<file path="src/rtl/glitch_sweep_sched.sv">
// Glitch scheduler: after each core trigger it waits a delay, drives a glitch code on the DAC
// for a width, then sweeps delay (inner) and width (outer) until success, limit or sweep end.
module glitch_sweep_sched #(
    parameter int DAC_W = 8,
    parameter int DLY_W = 32,
    parameter int WID_W = 16,
    parameter int CNT_W = 16
) (
    input  logic             clk,
    input  logic             reset,
    input  logic             enable,
    input  logic             trigger,
    input  logic             success,
    input  logic [DAC_W-1:0] core_dac,
    input  logic [DAC_W-1:0] glitch_code,
    input  logic [DLY_W-1:0] delay_start,
    input  logic [DLY_W-1:0] delay_step,
    input  logic [DLY_W-1:0] delay_end,
    input  logic [WID_W-1:0] width_start,
    input  logic [WID_W-1:0] width_step,
    input  logic [WID_W-1:0] width_end,
    input  logic [WID_W-1:0] cooldown,
    input  logic [CNT_W-1:0] max_attempts,
    output logic [DAC_W-1:0] dac_out,
    output logic             busy,
    output logic             glitching,
    output logic             done,
    output logic             hit,
    output logic [CNT_W-1:0] attempt_count,
    output logic [DLY_W-1:0] cur_delay,
    output logic [WID_W-1:0] cur_width
);
    localparam int CW = (DLY_W > WID_W) ? DLY_W : WID_W;

    typedef enum logic [2:0] {
        S_IDLE, S_ARM, S_DELAY, S_GLITCH, S_COOLDOWN, S_ADVANCE, S_DONE
    } state_t;

    state_t           r_state;
    state_t           w_nxt;
    logic [CW-1:0]    r_cnt;
    logic [DAC_W-1:0] r_dac;
    logic             r_glitching;
    logic             r_busy;
    logic             r_done;
    logic             r_hit;
    logic [CNT_W-1:0] r_attempts;
    logic [DLY_W-1:0] r_cur_delay;
    logic [WID_W-1:0] r_cur_width;

    logic [DAC_W-1:0] r_code;
    logic [DLY_W-1:0] r_dly_start;
    logic [DLY_W-1:0] r_dly_step;
    logic [DLY_W-1:0] r_dly_end;
    logic [WID_W-1:0] r_wid_start;
    logic [WID_W-1:0] r_wid_step;
    logic [WID_W-1:0] r_wid_end;
    logic [WID_W-1:0] r_cool;
    logic [CNT_W-1:0] r_max;

    logic [DLY_W:0]   w_dly_sum;
    logic [WID_W:0]   w_wid_sum;
    logic [CNT_W-1:0] w_att_inc;
    logic             w_dly_wrap;
    logic             w_wid_over;
    logic             w_max_reached;
    logic [CW-1:0]    w_dly_last;
    logic [CW-1:0]    w_wid_last;
    logic [CW-1:0]    w_cool_last;
    logic             w_glitch_now;

    // Sums carry one extra bit so a step past the top of the range counts as an overrun.
    assign w_dly_sum     = {1'b0, r_cur_delay} + {1'b0, r_dly_step};
    assign w_wid_sum     = {1'b0, r_cur_width} + {1'b0, r_wid_step};
    assign w_dly_wrap    = w_dly_sum[DLY_W] || (w_dly_sum[DLY_W-1:0] > r_dly_end);
    assign w_wid_over    = w_wid_sum[WID_W] || (w_wid_sum[WID_W-1:0] > r_wid_end);
    assign w_att_inc     = r_attempts + CNT_W'(1);
    assign w_max_reached = (r_max != '0) && (w_att_inc == r_max);
    assign w_dly_last    = CW'(r_cur_delay) - CW'(1);
    assign w_wid_last    = (r_cur_width == '0) ? '0 : (CW'(r_cur_width) - CW'(1));
    assign w_cool_last   = CW'(r_cool) - CW'(1);
    assign w_glitch_now  = (r_state == S_GLITCH) && enable;

    always_comb begin
        w_nxt = r_state;
        case (r_state)
            S_IDLE: if (enable) w_nxt = S_ARM;
            S_ARM: begin
                if (!enable)      w_nxt = S_IDLE;
                else if (trigger) w_nxt = (r_cur_delay == '0) ? S_GLITCH : S_DELAY;
            end
            S_DELAY: begin
                if (!enable)                  w_nxt = S_IDLE;
                else if (r_cnt == w_dly_last) w_nxt = S_GLITCH;
            end
            S_GLITCH: begin
                if (!enable)                  w_nxt = S_IDLE;
                else if (r_cnt == w_wid_last) w_nxt = (r_cool == '0) ? S_ADVANCE : S_COOLDOWN;
            end
            S_COOLDOWN: begin
                if (!enable)                   w_nxt = S_IDLE;
                else if (r_cnt == w_cool_last) w_nxt = S_ADVANCE;
            end
            S_ADVANCE: begin
                if (!enable)
                    w_nxt = S_IDLE;
                else if (r_hit || w_max_reached || (w_dly_wrap && w_wid_over))
                    w_nxt = S_DONE;
                else
                    w_nxt = S_ARM;
            end
            S_DONE: if (!enable) w_nxt = S_IDLE;
            default: w_nxt = S_IDLE;
        endcase
    end

    // Campaign configuration is frozen at start; changes while running are ignored.
    always_ff @(posedge clk) begin
        if (r_state == S_IDLE && enable) begin
            r_code      <= glitch_code;
            r_dly_start <= delay_start;
            r_dly_step  <= delay_step;
            r_dly_end   <= delay_end;
            r_wid_start <= width_start;
            r_wid_step  <= width_step;
            r_wid_end   <= width_end;
            r_cool      <= cooldown;
            r_max       <= max_attempts;
        end
    end

    always_ff @(posedge clk or negedge reset) begin
        if (!reset) begin
            r_state     <= S_IDLE;
            r_cnt       <= '0;
            r_dac       <= '0;
            r_glitching <= 1'b0;
            r_busy      <= 1'b0;
            r_done      <= 1'b0;
            r_hit       <= 1'b0;
            r_attempts  <= '0;
            r_cur_delay <= '0;
            r_cur_width <= '0;
        end else begin
            r_state     <= w_nxt;
            r_busy      <= (w_nxt != S_IDLE) && (w_nxt != S_DONE);
            r_done      <= (w_nxt == S_DONE);
            r_dac       <= w_glitch_now ? r_code : core_dac;
            r_glitching <= w_glitch_now;
            r_cnt       <= (w_nxt == r_state) ? (r_cnt + CW'(1)) : '0;
            case (r_state)
                S_IDLE: begin
                    if (enable) begin
                        r_cur_delay <= delay_start;
                        r_cur_width <= width_start;
                        r_attempts  <= '0;
                        r_hit       <= 1'b0;
                    end
                end
                S_GLITCH, S_COOLDOWN: begin
                    if (enable && success) r_hit <= 1'b1;
                end
                S_ADVANCE: begin
                    if (enable) begin
                        r_attempts <= w_att_inc;
                        // A hit or the attempt limit freezes the parameters of the final attempt.
                        if (!r_hit && !w_max_reached) begin
                            if (w_dly_wrap) begin
                                r_cur_delay <= r_dly_start;
                                if (!w_wid_over) r_cur_width <= w_wid_sum[WID_W-1:0];
                            end else begin
                                r_cur_delay <= w_dly_sum[DLY_W-1:0];
                            end
                        end
                    end
                end
                default: ;
            endcase
        end
    end

    assign dac_out       = r_dac;
    assign glitching     = r_glitching;
    assign busy          = r_busy;
    assign done          = r_done;
    assign hit           = r_hit;
    assign attempt_count = r_attempts;
    assign cur_delay     = r_cur_delay;
    assign cur_width     = r_cur_width;
endmodule
</file>
<file path="config.mk">
export PLATFORM = sky130hd
export DESIGN_NAME = glitch_sweep_sched
export DESIGN_NICKNAME = d
export VERILOG_FILES = /design/src/rtl/glitch_sweep_sched.sv
export SDC_FILE = /design/constraint.sdc
export NUM_CORES = 1
export LEC_CHECK = 0
export ABC_AREA = 1
export BUFFER_PORTS_ARGS = -buffer_cell sky130_fd_sc_hd__buf_2
export CORE_ASPECT_RATIO = 1.2
export CORE_MARGIN = 3
export CORE_UTILIZATION = 50
export DETAILED_ROUTE_END_ITERATION = 16
export PLACE_DENSITY_LB_ADDON = 0.3
export SLEW_MARGIN = 20
export SYNTH_ARGS = -nofsm -noshare
export SYNTH_HDL_FRONTEND = slang
export SYNTH_SLANG_ARGS = --single-unit
</file>
<file path="constraint.sdc">
create_clock -name clk -period 26.8 [get_ports clk]
set_input_delay 1.34 -clock clk [delete_from_list [all_inputs] [get_ports clk]]
set_output_delay 1.34 -clock clk [all_outputs]
set_load 0.005 [all_outputs]
</file>
* Word level (Yosys, flattened, before mapping)
Index checks and enable logic that the tools add are counted.
Word-level totals: bits in registers 279, logic and storage cells 107
Operators by class: add/sub/neg operators 7, order comparisons 2, equality and inequality tests 19, mux-type cells 35, reduce and logical (&&, ||, !) cells 26
Operators with widths (count):
- 32-bit 2-to-1 mux | 6
- 16-bit 2-to-1 mux | 7
- 32-bit == test | 3
- 16-bit case mux with 2 select lines | 2
- 32-bit case mux with 2 select lines | 1
- 3-bit 2-to-1 mux | 12
- 16-bit by 1-bit subtractor with 17-bit output, second input constant | 2
- 32-bit by 32-bit adder with 33-bit output | 1
- 32-bit by 1-bit adder with 32-bit output, second input constant | 1
- 32-bit > comparator | 1
- 16-bit zero test | 2
- 32-bit zero test | 1
- 32-bit by 1-bit subtractor with 32-bit output, second input constant | 1
- 3-bit case mux with 7 select lines | 1
- 16-bit by 16-bit adder with 17-bit output | 1
- 16-bit by 1-bit adder with 16-bit output, second input constant | 1
- 16-bit == test | 1
- 16-bit > comparator | 1
- 16-bit nonzero test | 1
- 3-bit == test, second input constant | 4
- 2-bit != test, second input constant | 6
- 8-bit 2-to-1 mux | 1
- 1-bit logical AND | 7
- 3-bit by 2-bit == test with 1-bit output, second input constant | 2
- 14 further kinds | 23

* Longest topological paths before layout
word-level depth 10, depth in mapped cells 32, depth with buffers taken out 31

* Least setup slack after synthesis
OpenSTA, ideal clock, no wires.
path type in2reg, from input port enable, to register r_cnt[14], library setup time 0.068 ns, data arrival time 9.305 ns, data required time 26.732 ns, path slack 17.427 ns, cell stages on the path 11, buffers on the path 1, cell sequence nand2_1 nor2_1 a21oi_1 nand2_1 nor2_1 nand3_2 nand2_1 nand2_2 nand3_4 buf_12 nor2_4
On the way: longest elaborated chain between the ends 4, elaborated cells between the ends (all ways) 10, those cells by class eq/ne (1); mux (9)
RTL lines:
- start: declaration | line 11 | input logic enable,
- 3-bit 2-to-1 mux (tied with other cells) | line 112 | S_DONE: if (!enable) w_nxt = S_IDLE;
- 3-bit case mux with 7 select lines * | line 86 | case (r_state)
- named net w_nxt[0] | line 40 | state_t w_nxt;
- 3-bit == test * | line 150 | r_cnt <= (w_nxt == r_state) ? (r_cnt + CW'(1)) : '0;
- 32-bit 2-to-1 mux * | line 150
- end signal: assignment | line 150
- end: declaration | line 41 | logic [CW-1:0] r_cnt;
Mark *: on every way through the listed nets, which the timed path passes. The rest lies on a longest branch. A chain may end at the register's enable or synchronous reset.

* Final worst setup path
from register r_cur_delay[21] (netlist: cur_delay[21]), to register r_cnt[0]
On the way: longest elaborated chain between the ends 10, elaborated cells between the ends (all ways) 18, those cells by class add/sub (2); order compare (1); eq/ne (2); mux (9); reduce/logical (4)
RTL lines:
- start: declaration | line 48 | logic [DLY_W-1:0] r_cur_delay;
- start signal: assignment | line 154 | r_cur_delay <= delay_start;
- start signal: assignment | line 169 | r_cur_delay <= r_dly_start;
- start signal: assignment | line 172 | r_cur_delay <= w_dly_sum[DLY_W-1:0];
- 32-bit by 32-bit adder with 33-bit output | line 73 | assign w_dly_sum = {1'b0, r_cur_delay} + {1'b0, r_dly_step};
- 32-bit > comparator | line 75 | assign w_dly_wrap = w_dly_sum[DLY_W] || (w_dly_sum[DLY_W-1:0] > r_dly_end);
- 1-bit logical OR | line 75
- 1-bit logical AND | line 107 | else if (r_hit || w_max_reached || (w_dly_wrap && w_wid_over))
- 1-bit logical OR | line 107
- 3-bit 2-to-1 mux | line 107
- 3-bit 2-to-1 mux | line 105 | if (!enable)
- 3-bit case mux with 7 select lines * | line 86
- named net w_nxt[2] | line 40
- 3-bit == test * | line 150
- 32-bit 2-to-1 mux * | line 150
Marks and branches as above.

==> results.sh <==
export IMPL_status="complete, no violations"
export IMPL_rsz0062_at_grt="no"
export IMPL_min_delay_start="r_code[6]"
export IMPL_worst_endpoint_required_ps=27290
export IMPL_synth_edff_count=168
export IMPL_setup_violations=0
export IMPL_drv_slew=0
export IMPL_portBuffers=272
export IMPL_drive_gt1_frac=0.171
export IMPL_dr_pass1_iters=6
export IMPL_seqPwrFrac=0.318
export IMPL_die_height_um=215
export IMPL_criticalPathCategory="register to register"
export IMPL_h_tree_depth=1
export IMPL_cts_tree="done"
export IMPL_drt_iter0_markers=1204
export IMPL_cap_violations=0
export IMPL_arrival_ps=6180
export IMPL_synthMuxAreaShare=0
export IMPL_r2r_slack_ps=21100
export IMPL_power_density_nw_per_um2=91.8
export IMPL_ir_drop_mv=0.0630
export IMPL_place_gp_congestion=0.958
export IMPL_synth_adder_area_share=0.0733
export IMPL_synth_area_um2=18100
export IMPL_syn_avg_cell_area_um2=8.22
export IMPL_yosysSeqAreaShare=0.431
export IMPL_syn2layout_area_growth_pct=15.6
export IMPL_row_count=75
export IMPL_grt_usage=0.260
export IMPL_crit_slowest_cell="nand3_4"
export IMPL_avgRoutedWirePerCell_um=17.3
export IMPL_p_sw_frac=0.426
export IMPL_grt_max_degree=170
export IMPL_antenna_cells=0
export IMPL_synth_seq_cells=279
export IMPL_vias_per_cell=5.44
export IMPL_async_flop_share=0.398
export IMPL_fmax_mhz=176
export IMPL_comb_power_share=0.450
export IMPL_layout_nets=2774
export IMPL_reg2reg_from="cur_delay[21]"
export IMPL_worst_pin_slew_ps=1340
export IMPL_leakagePower_nw=9.52
export IMPL_cts_buffers=31
export IMPL_place_ws_ps=21210
export IMPL_start_kind="register"
export IMPL_holdPathStages=2
export IMPL_insertion_delay_ps=580
export IMPL_core_area_um2=35400
export IMPL_crit_top_cell="nand2_1"
export IMPL_p_int_w=0.00111
export IMPL_worst_r2r_path_depth=25
export IMPL_clkTransAtPathRegs_ps=60
export IMPL_max_slew_margin=0.109
export IMPL_die_width_um=180
export IMPL_holdBufCountCts=0
export IMPL_end_kind="register"
export IMPL_pwr_share_clk=0.231
export IMPL_vias=16100
export IMPL_final_antenna_net_count=0
export IMPL_drt_total_wl_um=51300
export IMPL_ys_dominant_reg_cell="edfxtp_1"
export IMPL_ys_types=54
export IMPL_r2r_end="r_cnt[0]"
export IMPL_finalCriticalPeriod_ps=5700
export IMPL_p_sw_w=0.000819
export IMPL_finalClockSkew_ps=22.1
export IMPL_fin_ws_ps=21100
export IMPL_hold_end="dac_out[6]"
export IMPL_cts_root_buf="clkbuf_16"
export IMPL_grt_overflow=0
export IMPL_synth_simple_area_share=0.276
export IMPL_grt_pass1_wl_um=81600
export IMPL_synth_xor_area_frac=0.0591
export IMPL_die_area_um2=38600
export IMPL_finalCritPeriodShare=0.213
export IMPL_syn_nets=2508
export IMPL_cts_setup_buffers=0
export IMPL_place_hpwl_um=38600
export IMPL_synth_compound_area_share=0.0913
export IMPL_antenna_found_initial=0
export IMPL_cts_buffer_depth=3
export IMPL_syn_inst=2206
export IMPL_critical_path_max_stage_delay_ps=710
export IMPL_min_delay_path_class="register to register"
export IMPL_cts_resized_gates=0
export IMPL_synth_top_family_by_area="simple AND/OR/NAND/NOR gates"
export IMPL_ios=273
export IMPL_critPathMaxFanout=32
export IMPL_cts_sinks=279
export IMPL_drc=0
export IMPL_fin_setup_tns_ps=0
export IMPL_grt_pass1_vias=15800
export IMPL_ys_warn_count=0
export IMPL_hold_viol=0
export IMPL_initial_utilization=0.513
## critical path, delay by kind of cell (launching register included)
family,cells,cell delay (ps)
buffers and inverters,1,70
adders and majority gates,2,660
DFF,1,460
AOI/OAI and AO/OA,1,120
xor gates and xnor gates,2,410
and+or+nand+nor,19,3840
## worst max-delay path by stage
stage	start	endpoint	slack [ps]	depth (start not counted)
floorplan	enable	r_cnt[14]	17430	11
global placement	cur_delay[14]	r_cnt[0]	21330	25
detailed placement	cur_delay[12]	r_cnt[31]	21210	27
CTS	cur_delay[21]	r_cnt[31]	21170	25
global route	cur_delay[12]	r_cnt[3]	20730	27
finish	cur_delay[21]	r_cnt[0]	21100	25
## placed cells by master (no fill, tap or decap), types with 6 or more instances in the layout
| cell | netlist | layout |
|---|---|---|
| nand2_1 | 533 | 532 |
| nor2_1 | 276 | 275 |
| buf_2 | 14 | 271 |
| inv_1 | 255 | 255 |
| edfxtp_1 | 168 | 168 |
| nand3_1 | 120 | 120 |
| dfrtp_1 | 111 | 111 |
| ha_1 | 103 | 103 |
| a21oi_1 | 84 | 84 |
| xor2_1 | 81 | 81 |
| o21ai_0 | 80 | 80 |
| nand4_1 | 46 | 46 |
| nor2_4 | 37 | 38 |
| xnor2_1 | 37 | 37 |
| a31oi_1 | 36 | 36 |
| clkbuf_16 | 0 | 31 |
| nor3_1 | 26 | 26 |
| o211ai_1 | 25 | 25 |
| nor2_2 | 20 | 20 |
| o22ai_1 | 16 | 16 |
| nand2_2 | 12 | 13 |
| o21bai_1 | 9 | 9 |
| a21o_1 | 9 | 9 |
| buf_4 | 0 | 9 |
| nand3b_1 | 8 | 8 |
| or2_2 | 8 | 8 |
| o21ai_1 | 7 | 7 |
| o21a_1 | 6 | 6 |
| nor4_1 | 6 | 6 |
| clkbuf_1 | 21 | 6 |
## logic make-up after synthesis
family / after synthesis
flip-flops: 279
AO/OA/AOI/OAI: 285
buffers and inverters: 307
adder cells (fa/ha/maj): 105
AND/OR/NAND/NOR: 1110
XOR/XNOR: 120
## synth_stat cells (3+ instances only)
| cell type | n | area, µm² |
|---|---|---|
| a211oi_1 | 4 | 30.0 |
| a21boi_0 | 3 | 22.5 |
| a21o_1 | 9 | 67.6 |
| a21oi_1 | 84 | 420 |
| a31oi_1 | 36 | 225 |
| buf_1 | 5 | 18.8 |
| buf_12 | 3 | 60.1 |
| buf_2 | 14 | 70.1 |
| buf_6 | 4 | 45.0 |
| clkbuf_1 | 21 | 78.8 |
| dfrtp_1 | 111 | 2780 |
| edfxtp_1 | 168 | 5040 |
| ha_1 | 103 | 1290 |
| inv_1 | 255 | 957 |
| inv_2 | 4 | 15.0 |
| nand2_1 | 533 | 2000 |
| nand2_2 | 12 | 75.1 |
| nand3_1 | 120 | 601 |
| nand3_2 | 5 | 50.1 |
| nand3b_1 | 8 | 60.1 |
| nand4_1 | 46 | 288 |
| nor2_1 | 276 | 1040 |
| nor2_2 | 20 | 125 |
| nor2_4 | 37 | 417 |
| nor3_1 | 26 | 130 |
| nor3_2 | 3 | 30.0 |
| nor4_1 | 6 | 37.5 |
| o211ai_1 | 25 | 188 |
| o21a_1 | 6 | 45.0 |
| o21ai_0 | 80 | 400 |
| o21ai_1 | 7 | 35.0 |
| o21bai_1 | 9 | 67.6 |
| o22ai_1 | 16 | 100 |
| or2_2 | 8 | 50.1 |
| xnor2_1 | 37 | 324 |
| xor2_1 | 81 | 709 |
## registers in the layout, indices dropped and copies added (netlist names), 32 cells and up
register and flops:
r_dly_start 32, r_cnt 32, r_dly_end 32, r_dly_step 32, cur_delay 32
## power groups by stage
stage | Clock (W) | Combinational [W] | Sequential (W)
after global placement | 0 | 0.000842 | 0.000616
after detailed placement | 0 | 0.000853 | 0.000619
after floorplan | 0 | 0.000620 | 0.000602
after global routing | 0.000473 | 0.000980 | 0.000621
final | 0.000445 | 0.000867 | 0.000613
after CTS | 0.000456 | 0.000861 | 0.000611
## per-layer routing
metal,GRT usage,vias up,routed length [µm],part of all wire
met5,0,-,0,0
met4,0.103,0,2160,0.042
met3,0.0414,125,3490,0.068
met2,0.445,617,24700,0.48
met1,0.331,7493,21000,0.41
li1,-,7867,-,-
## stage by stage
step / util / std cells / cell area, µm² / hold WS [ps] / total power (W)
after floorplan: - / 2206 / 18100 / 425 / 0.00122
after global placement: 0.563 / 2901 / 19900 / 430 / 0.00146
after detailed placement: 0.563 / 2901 / 19900 / 442 / 0.00147
after CTS: 0.592 / 2958 / 21000 / 455 / 0.00193
after global routing: 0.592 / 2958 / 21000 / 487 / 0.00207
final: 0.592 / 2958 / 21000 / 449 / 0.00192
## final cells by class
class	count	area [µm²]
clock inverter	17	216
tap	462	578
multi-input combinational	1620	9080
sequential	279	7820
timing repair buffer	281	1440
inverter	259	972
fill	3205	14400
clock buffer	40	840
Note: power is estimated with default switching activity, not from simulation.
